`config.mk`:
```
export PLATFORM = sky130hd
export DESIGN_NAME = cla_adder_16
export DESIGN_NICKNAME = d
export VERILOG_FILES = /design/src/rtl/cla_adder_16.sv
export SDC_FILE = /design/constraint.sdc
export NUM_CORES = 1
export LEC_CHECK = 0
export ABC_CLOCK_PERIOD_IN_PS = 850
export CAP_MARGIN = 5
export CORE_UTILIZATION = 40
export CTS_CLUSTER_SIZE = 20
export DETAILED_ROUTE_END_ITERATION = 10
export MAX_ROUTING_LAYER = met4
export PLACE_DENSITY = 0.81
export SLEW_MARGIN = 20
export SYNTH_ARGS = -nofsm -noshare
export SYNTH_HDL_FRONTEND = slang
export SYNTH_SLANG_ARGS = --single-unit
```
`constraint.sdc`:
```
create_clock -name clk -period 0.85 [get_ports clk]
set_input_delay 0.2125 -clock clk [delete_from_list [all_inputs] [get_ports clk]]
set_output_delay 0.2125 -clock clk [all_outputs]
set_load 0.05 [all_outputs]
```
`src/rtl/cla_adder_16.sv`:
```
// cla_adder_16: 16-bit two-level carry-lookahead adder with one output register stage.
// Four 4-bit lookahead groups produce group generate/propagate terms. A second-level
// lookahead unit turns these into the group carry-ins and the final carry-out.
// No carry ripples inside a group or between groups.
module cla_adder_16 (
   input  logic        clk,
   input  logic        rst_n,
   input  logic        in_valid,
   input  logic [15:0] a,
   input  logic [15:0] b,
   input  logic        carry_in,
   output logic [15:0] sum,
   output logic        carry_out,
   output logic        out_valid
);

   logic [15:0] g;          // bit generate
   logic [15:0] p;          // bit propagate
   logic [15:0] c;          // carry into each bit
   logic [3:0]  group_gen;  // group generate (GG)
   logic [3:0]  group_prop; // group propagate (GP)
   logic [3:0]  group_cin;  // carry into each group from the second-level unit
   logic        c16;        // carry out of bit 15
   logic [15:0] sum_next;

   assign g = a & b;
   assign p = a ^ b;

   // First level: in-group carries and group generate/propagate, all written as flat
   // sum-of-products so that every carry is two gate levels from g/p and the group carry-in.
   generate
      for (genvar gi = 0; gi < 4; gi++) begin : g_group
         logic [3:0] gg;
         logic [3:0] pp;
         logic       cin;

         assign gg  = g[4*gi +: 4];
         assign pp  = p[4*gi +: 4];
         assign cin = group_cin[gi];

         assign c[4*gi]     = cin;
         assign c[4*gi + 1] = gg[0]
                            | (pp[0] & cin);
         assign c[4*gi + 2] = gg[1]
                            | (pp[1] & gg[0])
                            | (pp[1] & pp[0] & cin);
         assign c[4*gi + 3] = gg[2]
                            | (pp[2] & gg[1])
                            | (pp[2] & pp[1] & gg[0])
                            | (pp[2] & pp[1] & pp[0] & cin);

         assign group_gen[gi]  = gg[3]
                               | (pp[3] & gg[2])
                               | (pp[3] & pp[2] & gg[1])
                               | (pp[3] & pp[2] & pp[1] & gg[0]);
         assign group_prop[gi] = &pp;
      end
   endgenerate

   // Second level: group carries c0/c4/c8/c12 and c16, computed directly from GG/GP and carry_in.
   assign group_cin[0] = carry_in;
   assign group_cin[1] = group_gen[0]
                       | (group_prop[0] & carry_in);
   assign group_cin[2] = group_gen[1]
                       | (group_prop[1] & group_gen[0])
                       | (group_prop[1] & group_prop[0] & carry_in);
   assign group_cin[3] = group_gen[2]
                       | (group_prop[2] & group_gen[1])
                       | (group_prop[2] & group_prop[1] & group_gen[0])
                       | (group_prop[2] & group_prop[1] & group_prop[0] & carry_in);
   assign c16          = group_gen[3]
                       | (group_prop[3] & group_gen[2])
                       | (group_prop[3] & group_prop[2] & group_gen[1])
                       | (group_prop[3] & group_prop[2] & group_prop[1] & group_gen[0])
                       | (group_prop[3] & group_prop[2] & group_prop[1] & group_prop[0] & carry_in);

   assign sum_next = p ^ c;

   // Output stage: load the result on a valid cycle and hold it otherwise.
   // out_valid marks only the cycle directly after the input was accepted.
   always_ff @(posedge clk or negedge rst_n) begin
      if (!rst_n) begin
         sum       <= '0;
         carry_out <= 1'b0;
         out_valid <= 1'b0;
      end else begin
         out_valid <= in_valid;
         if (in_valid) begin
            sum       <= sum_next;
            carry_out <= c16;
         end
      end
   end

endmodule

```
==> results.py, run 1 <==
metrics = {
    "status": {
        "outcome": "aborted with a tool error",
        "haltStage": "5_1_grt",
        "error": "[ERROR GRT-0232] Routing congestion too high. Check the congestion heatmap in the GUI.",
    },
    "timing": {
        "worst_endpoint": "sum[12]$_DFFE_PN0P_/D",
        "worst_path_end_type": "register data pin",
    },
    "yosys": {
        "synth_seq_cells": 18,
        "syn_area_per_cell_um2": 10.2,
        "yosysSeqAreaShare_pct": 32.1,
        "synth_enable_flop_cells": 0,
        "syn_nets": 193,
        "synth_cell_types": 45,
        "ys.flop_type": "dfrtp_1",
        "synthCells": 137,
        "yosysWarningCount": 0,
        "syn_area_um2": 1400,
        "synth-async-reset-ratio_pct": 100,
    },
    "floorplanning": {
        "die_h_um": 61.2,
        "fp.dieW_um": 61.2,
        "initial_core_util_pct": 42.0,
        "num_rows": 21,
        "pin_count": 54,
    },
    "placement": {
        "gp_congestion": 0.847,
        "place_hpwl_um": 3470,
        "port-buffer-count": 53,
        "dp.cells": 275,
    },
    "grt": {
        "grt_max_degree": 19,
        "track_usage_pct": 71.7,
        "overflow": 62,
    },
    "clock_network": {
        "h-tree-depth": 1,
        "cts_buffer_depth": 2,
        "holdBufCountCts": 0,
        "root_buffer": "clkbuf_4",
        "cts_buffers": 3,
        "cts_sinks": 18,
    },
}
[per-stage QoR]
stage          util (%)  hold slack (ns)  area, um2  setup WS (ns)  TNS [ns]
2_1_floorplan         -          -0.0831       1570          -1.28    -11.67
3_3_place_gp       79.7            0.534       2660          -1.81    -22.72
3_5_place_dp       79.7            0.544       2660          -1.93    -23.90
4_1_cts            91.9            0.228       3070          -1.17    -15.99
[cells by family after synthesis]
group           Yosys count  share of synthesized area [%]
simple gates             38                           15.2
compound gates           37                           20.0
fa+ha+maj                20                           20.0
flops                    18                           32.1
buf+inv                  10                           2.68
xor+xnor                  8                           5.00
mux                       6                           5.08
[timing repair]
item	in CTS
buffers inserted	19
pin swaps	39
resized for setup	148
endpoints found under the setup margin	35
[cells in the mapped netlist (2+ instances only)]
| master | count | area [um2] |
|---|---|---|
| o2111ai_1 | 2 | 17.5 |
| nand4_1 | 2 | 12.5 |
| fa_1 | 4 | 80.1 |
| clkbuf_1 | 2 | 7.51 |
| inv_1 | 7 | 26.3 |
| nand3_1 | 3 | 15.0 |
| mux2_2 | 5 | 56.3 |
| nand2b_1 | 2 | 12.5 |
| nand3b_1 | 2 | 15.0 |
| ha_1 | 16 | 200 |
| o21ai_0 | 6 | 30.0 |
| dfrtp_1 | 18 | 450 |
| nor2_1 | 9 | 33.8 |
| xnor2_1 | 8 | 70.1 |
| a21oi_1 | 8 | 40.0 |
| or2_2 | 2 | 12.5 |
| a221oi_2 | 2 | 30.0 |
| o31a_1 | 2 | 17.5 |
| nand2_1 | 7 | 26.3 |
| nor3b_1 | 3 | 22.5 |
| a211oi_1 | 3 | 22.5 |
[per-layer routing]
| layer | GRT usage [%] | overflow |
|---|---|---|
| met5 | - | - |
| met4 | 82.8 | 22 |
| met3 | 42.0 | 0 |
| met1 | 66.8 | 0 |
| met2 | 94.3 | 40 |
==> run 2, diff against run 1 <==
- ABC_CLOCK_PERIOD_IN_PS: 850 -> 1100
- CORE_UTILIZATION: 40 -> 25
- CTS_CLUSTER_SIZE: 20 -> default
- MAX_ROUTING_LAYER: met4 -> default
- PLACE_DENSITY: 0.81 -> default
- PLACE_DENSITY_LB_ADDON: default -> 0.15
- clock period: 0.85 -> 1.1 ns (I/O delays scaled with it)
==> run 2 against run 1 <==
The flow now finishes, with violations (setup timing). Synthesized area unchanged. Synthesized cell count did not move.
==> results.py, run 2 <==
metrics = {
    "status": {
        "outcome": "finished with violations",
        "violations": "setup timing",
    },
    "route": {
        "drc": 0,
        "route.met3.wl_um": 167,
        "m1WireLength_um": 1840,
        "drt_iter0_markers": 23,
        "dr.pass1.iters": 3,
        "ant_nets": 0,
        "vias": 1460,
        "avgRoutedWirePerCell_um": 13.6,
        "dr_wl_met2_um": 2160,
        "viasPerCell": 4.63,
        "top_layer": "met4",
        "wirelength_um": 4280,
    },
    "timing": {
        "max_freq_mhz": 475,
        "worstMarginPinSlew_ns": 0.269,
        "skew_ns": 0,
        "rsz0062_at_grt": "true",
        "finalHoldViolCount": 0,
        "drv_slew": 0,
        "holdWs_ns": 0.358,
        "worst_slack_ns": -1.01,
        "timing.final.crit_share_pct": 191,
        "min_period_ns": 2.11,
        "finalSetupViolCount": 27,
        "setup-tns-final_ns": -9.31,
        "relSlewSlack_pct": 82.0,
    },
    "grt": {
        "overflow": 0,
        "grt_pass1_vias": 1518,
        "track_usage_pct": 14.5,
        "antenna_found_initial": 0,
        "grt_max_degree": 19,
        "grt_pass1_wl_um": 6910,
    },
    "critical_path": {
        "cpLargestDelayFamily": "adder cells",
        "cp.required_ns": 1.25,
        "arrival_ns": 2.25,
        "critPathLaunchType": "input pin",
        "reg2reg_slack_ns": 0.07,
        "cp_num_buf_inv": 1,
        "critical-path-max-stage-delay_ns": 0.40,
        "path_cells": "buf_6 -> ha_4 -> a21o_1 -> a221oi_4 -> and2b_1 -> a21boi_2 -> or2_4 -> fa_2 -> mux2_4",
        "cp-end-kind": "flop",
        "critPathMaxFanout": 5,
        "critical_path_class": "input pin to flop",
        "cp_slowest_cell": "fa_2",
    },
    "yosys": {
        "synth-async-reset-ratio_pct": 100,
        "netlist_top_cells_count": "dfrtp_1, ha_1, nor2_1",
        "syn_nets": 193,
        "yosysSeqAreaShare_pct": 32.1,
        "syn_area_per_cell_um2": 10.2,
        "yosysWarningCount": 0,
        "synth_largest_area_cell": "dfrtp_1",
        "synthTopCellsByArea": "dfrtp_1, ha_1, fa_1",
        "synth_cell_types": 45,
        "synth_seq_cells": 18,
        "synthCells": 137,
        "ys.flop_type": "dfrtp_1",
        "syn_area_um2": 1400,
        "yosysMostFrequentCell": "dfrtp_1",
        "synth_enable_flop_cells": 0,
        "yosysTopAreaCellShare_pct": 32.1,
    },
    "floorplanning": {
        "initial_core_util_pct": 26.6,
        "core_um2": 5270,
        "pin_count": 54,
        "dieArea_um2": 5910,
        "die_h_um": 76.9,
        "num_rows": 26,
        "fp.dieW_um": 76.9,
    },
    "cells_and_area": {
        "fin_nets": 302,
        "largest_reg_flops": 16,
        "final_common_cell": "buf_4",
        "mostFrequentLayoutCells": "buf_4, buf_12, dfrtp_1",
        "nFillCells": 441,
        "final_area_um2": 3030,
        "syn2layout_area_growth_pct": 116,
        "reg.largest.list": "sum (16), carry_out (1), out_valid (1)",
        "antenna_cells": 0,
        "final_layout_size_suffix_gt1_share_pct": 61.6,
        "fin_util_pct": 57.4,
        "top_register": "sum",
        "layout.cells.non_filler": 315,
    },
    "placement": {
        "place_area_um2": 2640,
        "gp_congestion": 0.781,
        "place_hpwl_um": 3190,
        "port-buffer-count": 53,
        "dp.cells": 292,
    },
    "pwr": {
        "p_per_area_nw_per_um2": 1270,
        "p_leak_nw": 1.30,
        "ir_drop_v": 0.000607,
    },
    "clock_network": {
        "cts_buffer_depth": 2,
        "cts_buffers": 3,
        "clk_pin_slew_worst_paths_ns": 0.08,
        "clock_latency_ns": 0.25,
        "root_buffer": "clkbuf_8",
        "cts_sinks": 18,
        "h-tree-depth": 1,
        "cts_tree": "yes",
    },
    "worst_hold_path": {
        "hold_class": "input pin to asynchronous set/reset pin",
    },
    "flow_run": {
        "maxCapViolCount": 0,
    },
}
## run 2: power by group
group | internal [mW] | switching, mW | total [mW]
sequential | 0.796 | 0.151 | 0.947
clock | 0.318 | 0.237 | 0.555
combinational | 1.29 | 1.04 | 2.33
## run 2: kinds of logic (layout without fill, tap and decap cells)
logic type               count (synthesis)  in the layout  synth area share (%)
AO/OA/AOI/OAI                           37             37                  20.0
XOR/XNOR                                 8              8                  5.00
adder cells (fa/ha/maj)                 20             20                  20.0
buffers and inverters                   10            118                  2.68
flip-flops                              18             18                  32.1
multiplexers                             6              6                  5.08
AND/OR/NAND/NOR                         38             38                  15.2
## run 2: cell type report
cell class	instances	area, um2	area share [%]
sequential	18	450	14.9
clock buffer	4	55.1	1.82
timing repair buffer	107	1110	36.7
tap	70	87.6	2.89
multi-input combinational	109	1290	42.6
inverter	7	33.8	1.12
## run 2: what timing repair did
action,in CTS,in global routing
setup endpoints to repair,33,34
gates cloned,1,0
setup buffers,10,8
hold buffers,0,0
gates resized for setup,113,16
pin swaps,38,15
## run 2: per-stage QoR
step | power, mW | setup slack [ns]
after floorplan | 1.91 | -1.10
after global placement | 2.94 | -1.67
after detailed placement | 2.97 | -1.71
after CTS | 3.76 | -1.02
after global routing | 4.02 | -1.05
final | 3.83 | -1.01
## run 2: per-layer routing
| metal | vias to the layer above | track usage [%] |
|---|---|---|
| met5 | - | 0 |
| met4 | 0 | 7.31 |
| met3 | 10 | 2.62 |
| met2 | 39 | 24.7 |
| met1 | 689 | 17.4 |
| li1 | 722 | - |
## run 2: worst register-to-register path: stages (launching register included)
cell and delay, ns:
dfrtp_1 0.41, a21oi_1 0.15, o21ai_0 0.10, a211o_1 0.25
## run 2: final timing paths
kind	depth (start not counted)	end	start
max in group asynchronous	2	sum[3]	rst_n
hold reg to reg	1	sum[2]	sum[2]
setup reg to reg	3	sum[15]	sum[15]
min in group clk	4	sum[2]	carry_in
setup / recovery	9	sum[12]	b[9]
hold / removal	2	sum[15]	rst_n
(Power assumes the default switching activity.)
==> run 3, diff against run 2 <==
--- a/constraint.sdc
+++ b/constraint.sdc
@@ -3,2 +3,2 @@
 set_output_delay 0.275 -clock clk [all_outputs]
-set_load 0.05 [all_outputs]
+set_load 0.1 [all_outputs]
==> run 3 against run 2 <==
The run still ends with setup timing left. Global-route usage is 1.1 points higher. Die area did not move. Power up 16%. Sequential share of layout area is essentially flat. Combinational power rose by 24%. Setup slack got worse by 0.013 ns. Hold slack worse by 0.0028 ns. First-iteration DRC count grew 140%. Critical path depth stayed put. Clock skew did not move. Design area up 4.7%. Via count up 4.0%. Critical path type unchanged. Largest cell class unchanged.
==> results.py, run 3 (synthesized netlist as in run 2, its figures left out) <==
metrics = {
    "status": {
        "outcome": "finished with violations",
        "violations": "setup timing",
    },
    "clock_network": {
        "h-tree-depth": 1,
        "cts_buffers": 3,
        "cts_tree": "yes",
        "holdBufCountCts": 0,
        "clock_latency_ns": 0.26,
        "cts_buffer_depth": 2,
        "clk_pin_slew_worst_paths_ns": 0.08,
        "cts_sinks": 18,
        "root_buffer": "clkbuf_8",
    },
    "placement": {
        "port-buffer-count": 53,
        "dp.cells": 295,
        "gp_congestion": 0.786,
        "place_hpwl_um": 3110,
    },
    "cells_and_area": {
        "syn2layout_area_growth_pct": 126,
        "fin_nets": 308,
        "reg.largest.list": "sum (16), carry_out (1), out_valid (1)",
        "fin_util_pct": 60.1,
        "antenna_cells": 0,
        "top_register": "sum",
        "final_layout_size_suffix_gt1_share_pct": 71.7,
        "layout.cells.non_filler": 321,
        "mostFrequentLayoutCells": "buf_4, buf_6, buf_12",
        "final_common_cell": "buf_4",
        "largest_reg_flops": 16,
    },
    "timing": {
        "worstMarginPinSlew_ns": 0.267,
        "max_freq_mhz": 472,
        "timing.final.crit_share_pct": 193,
        "skew_ns": 0,
        "relSlewSlack_pct": 82.1,
        "finalSetupViolCount": 32,
        "min_period_ns": 2.12,
        "rsz0062_at_grt": "true",
        "finalHoldViolCount": 0,
        "worst_slack_ns": -1.02,
        "drv_slew": 0,
    },
    "route": {
        "dr.pass1.iters": 6,
        "viasPerCell": 4.73,
        "vias": 1519,
        "drc": 0,
        "drt_iter0_markers": 56,
        "ant_nets": 0,
        "avgRoutedWirePerCell_um": 13.9,
        "wirelength_um": 4450,
    },
    "pwr": {
        "p_leak_nw": 1.34,
        "ir_drop_v": 0.000864,
        "p_total_mw": 4.43,
        "p_per_area_nw_per_um2": 1400,
    },
    "grt": {
        "overflow": 0,
        "track_usage_pct": 15.6,
        "grt_max_degree": 19,
        "antenna_found_initial": 0,
        "grt_pass1_vias": 1564,
        "grt_pass1_wl_um": 7290,
    },
    "critical_path": {
        "critPathMaxFanout": 4,
        "arrival_ns": 2.27,
        "critical-path-max-stage-delay_ns": 0.40,
        "critPathLaunchType": "input pin",
        "cpLargestDelayFamily": "adder cells",
        "cp_slowest_cell": "fa_2",
        "critical_path_class": "input pin to flop",
        "cp.required_ns": 1.25,
        "cp_num_buf_inv": 1,
        "cp-end-kind": "flop",
        "path_cells": "buf_6 -> ha_4 -> a21o_1 -> a221oi_4 -> and2b_1 -> a21boi_2 -> or2_4 -> fa_2 -> mux2_4",
    },
    "floorplanning": {
        "die_h_um": 76.9,
        "pin_count": 54,
        "core_um2": 5270,
        "num_rows": 26,
        "dieArea_um2": 5910,
        "fp.dieW_um": 76.9,
        "initial_core_util_pct": 26.6,
    },
    "worst_hold_path": {
        "hold_class": "input pin to asynchronous set/reset pin",
    },
    "flow_run": {
        "maxCapViolCount": 0,
    },
}
[run 3: cell count changes in the layout (fill, tap and decap cells not counted), moves of 2 or more]
cell	delta
buf_6	+11
clkdlybuf4s15_1	-4
dfrtp_1	-17
clkbuf_2	-3
buf_4	+2
buf_2	-4
clkdlybuf4s15_2	+3
dfrtp_2	+17
o21ai_2	+2
[run 3: final cells by class]
class | instances | area (um2)
multi-input combinational | 109 | 1300
timing repair buffer | 113 | 1220
sequential | 18 | 472
fill | 454 | 2100
tap | 70 | 87.6
inverter | 7 | 33.8
clock buffer | 4 | 55.1
[run 3: report_power, final]
part / switching, mW / internal [mW] / total, mW
combinational: 1.58 / 1.32 / 2.90
sequential: 0.151 / 0.821 / 0.971
clock: 0.248 / 0.319 / 0.567
total: 1.98 / 2.46 / 4.43
[run 3: path summary, 6_finish.rpt]
check / from / to / slack [ns] / cells after the start
min: rst_n / sum[9] / 0.36 / 2
max: a[9] / sum[12] / -1.02 / 9
min in group clk: a[8] / sum[8] / 0.44 / 3
max reg2reg: sum[12] / sum[12] / 0.03 / 3
min reg2reg: sum[2] / sum[2] / 0.54 / 1
max in group asynchronous: rst_n / sum[1] / 0.59 / 2
[run 3: stage by stage]
step	area (um2)	setup TNS [ns]	hold slack (ns)	worst slack (ns)
global route	3170	-11.04	0.359	-1.06
CTS	3030	-10.03	0.362	-1.03
floorplan	1580	-8.65	-0.0206	-1.10
detailed placement	2670	-20.27	0.530	-1.72
global placement	2670	-19.88	0.523	-1.67
finish	3170	-9.90	0.355	-1.02
[run 3: timing repair]
action,4_1_cts,5_1_grt
endpoints found under the setup margin,35,34
pin swaps,41,22
gates resized for setup,138,21
gates cloned,1,0
setup buffers,26,10
[run 3: routing by layer]
metal | part of all wire, % | wire length [um] | GRT usage (%)
met1 | 41 | 1810 | 19.3
met2 | 53 | 2350 | 27.1
met3 | 5.1 | 229 | 3.93
met4 | 1.3 | 58 | 3.46
met5 | 0 | 0 | 0
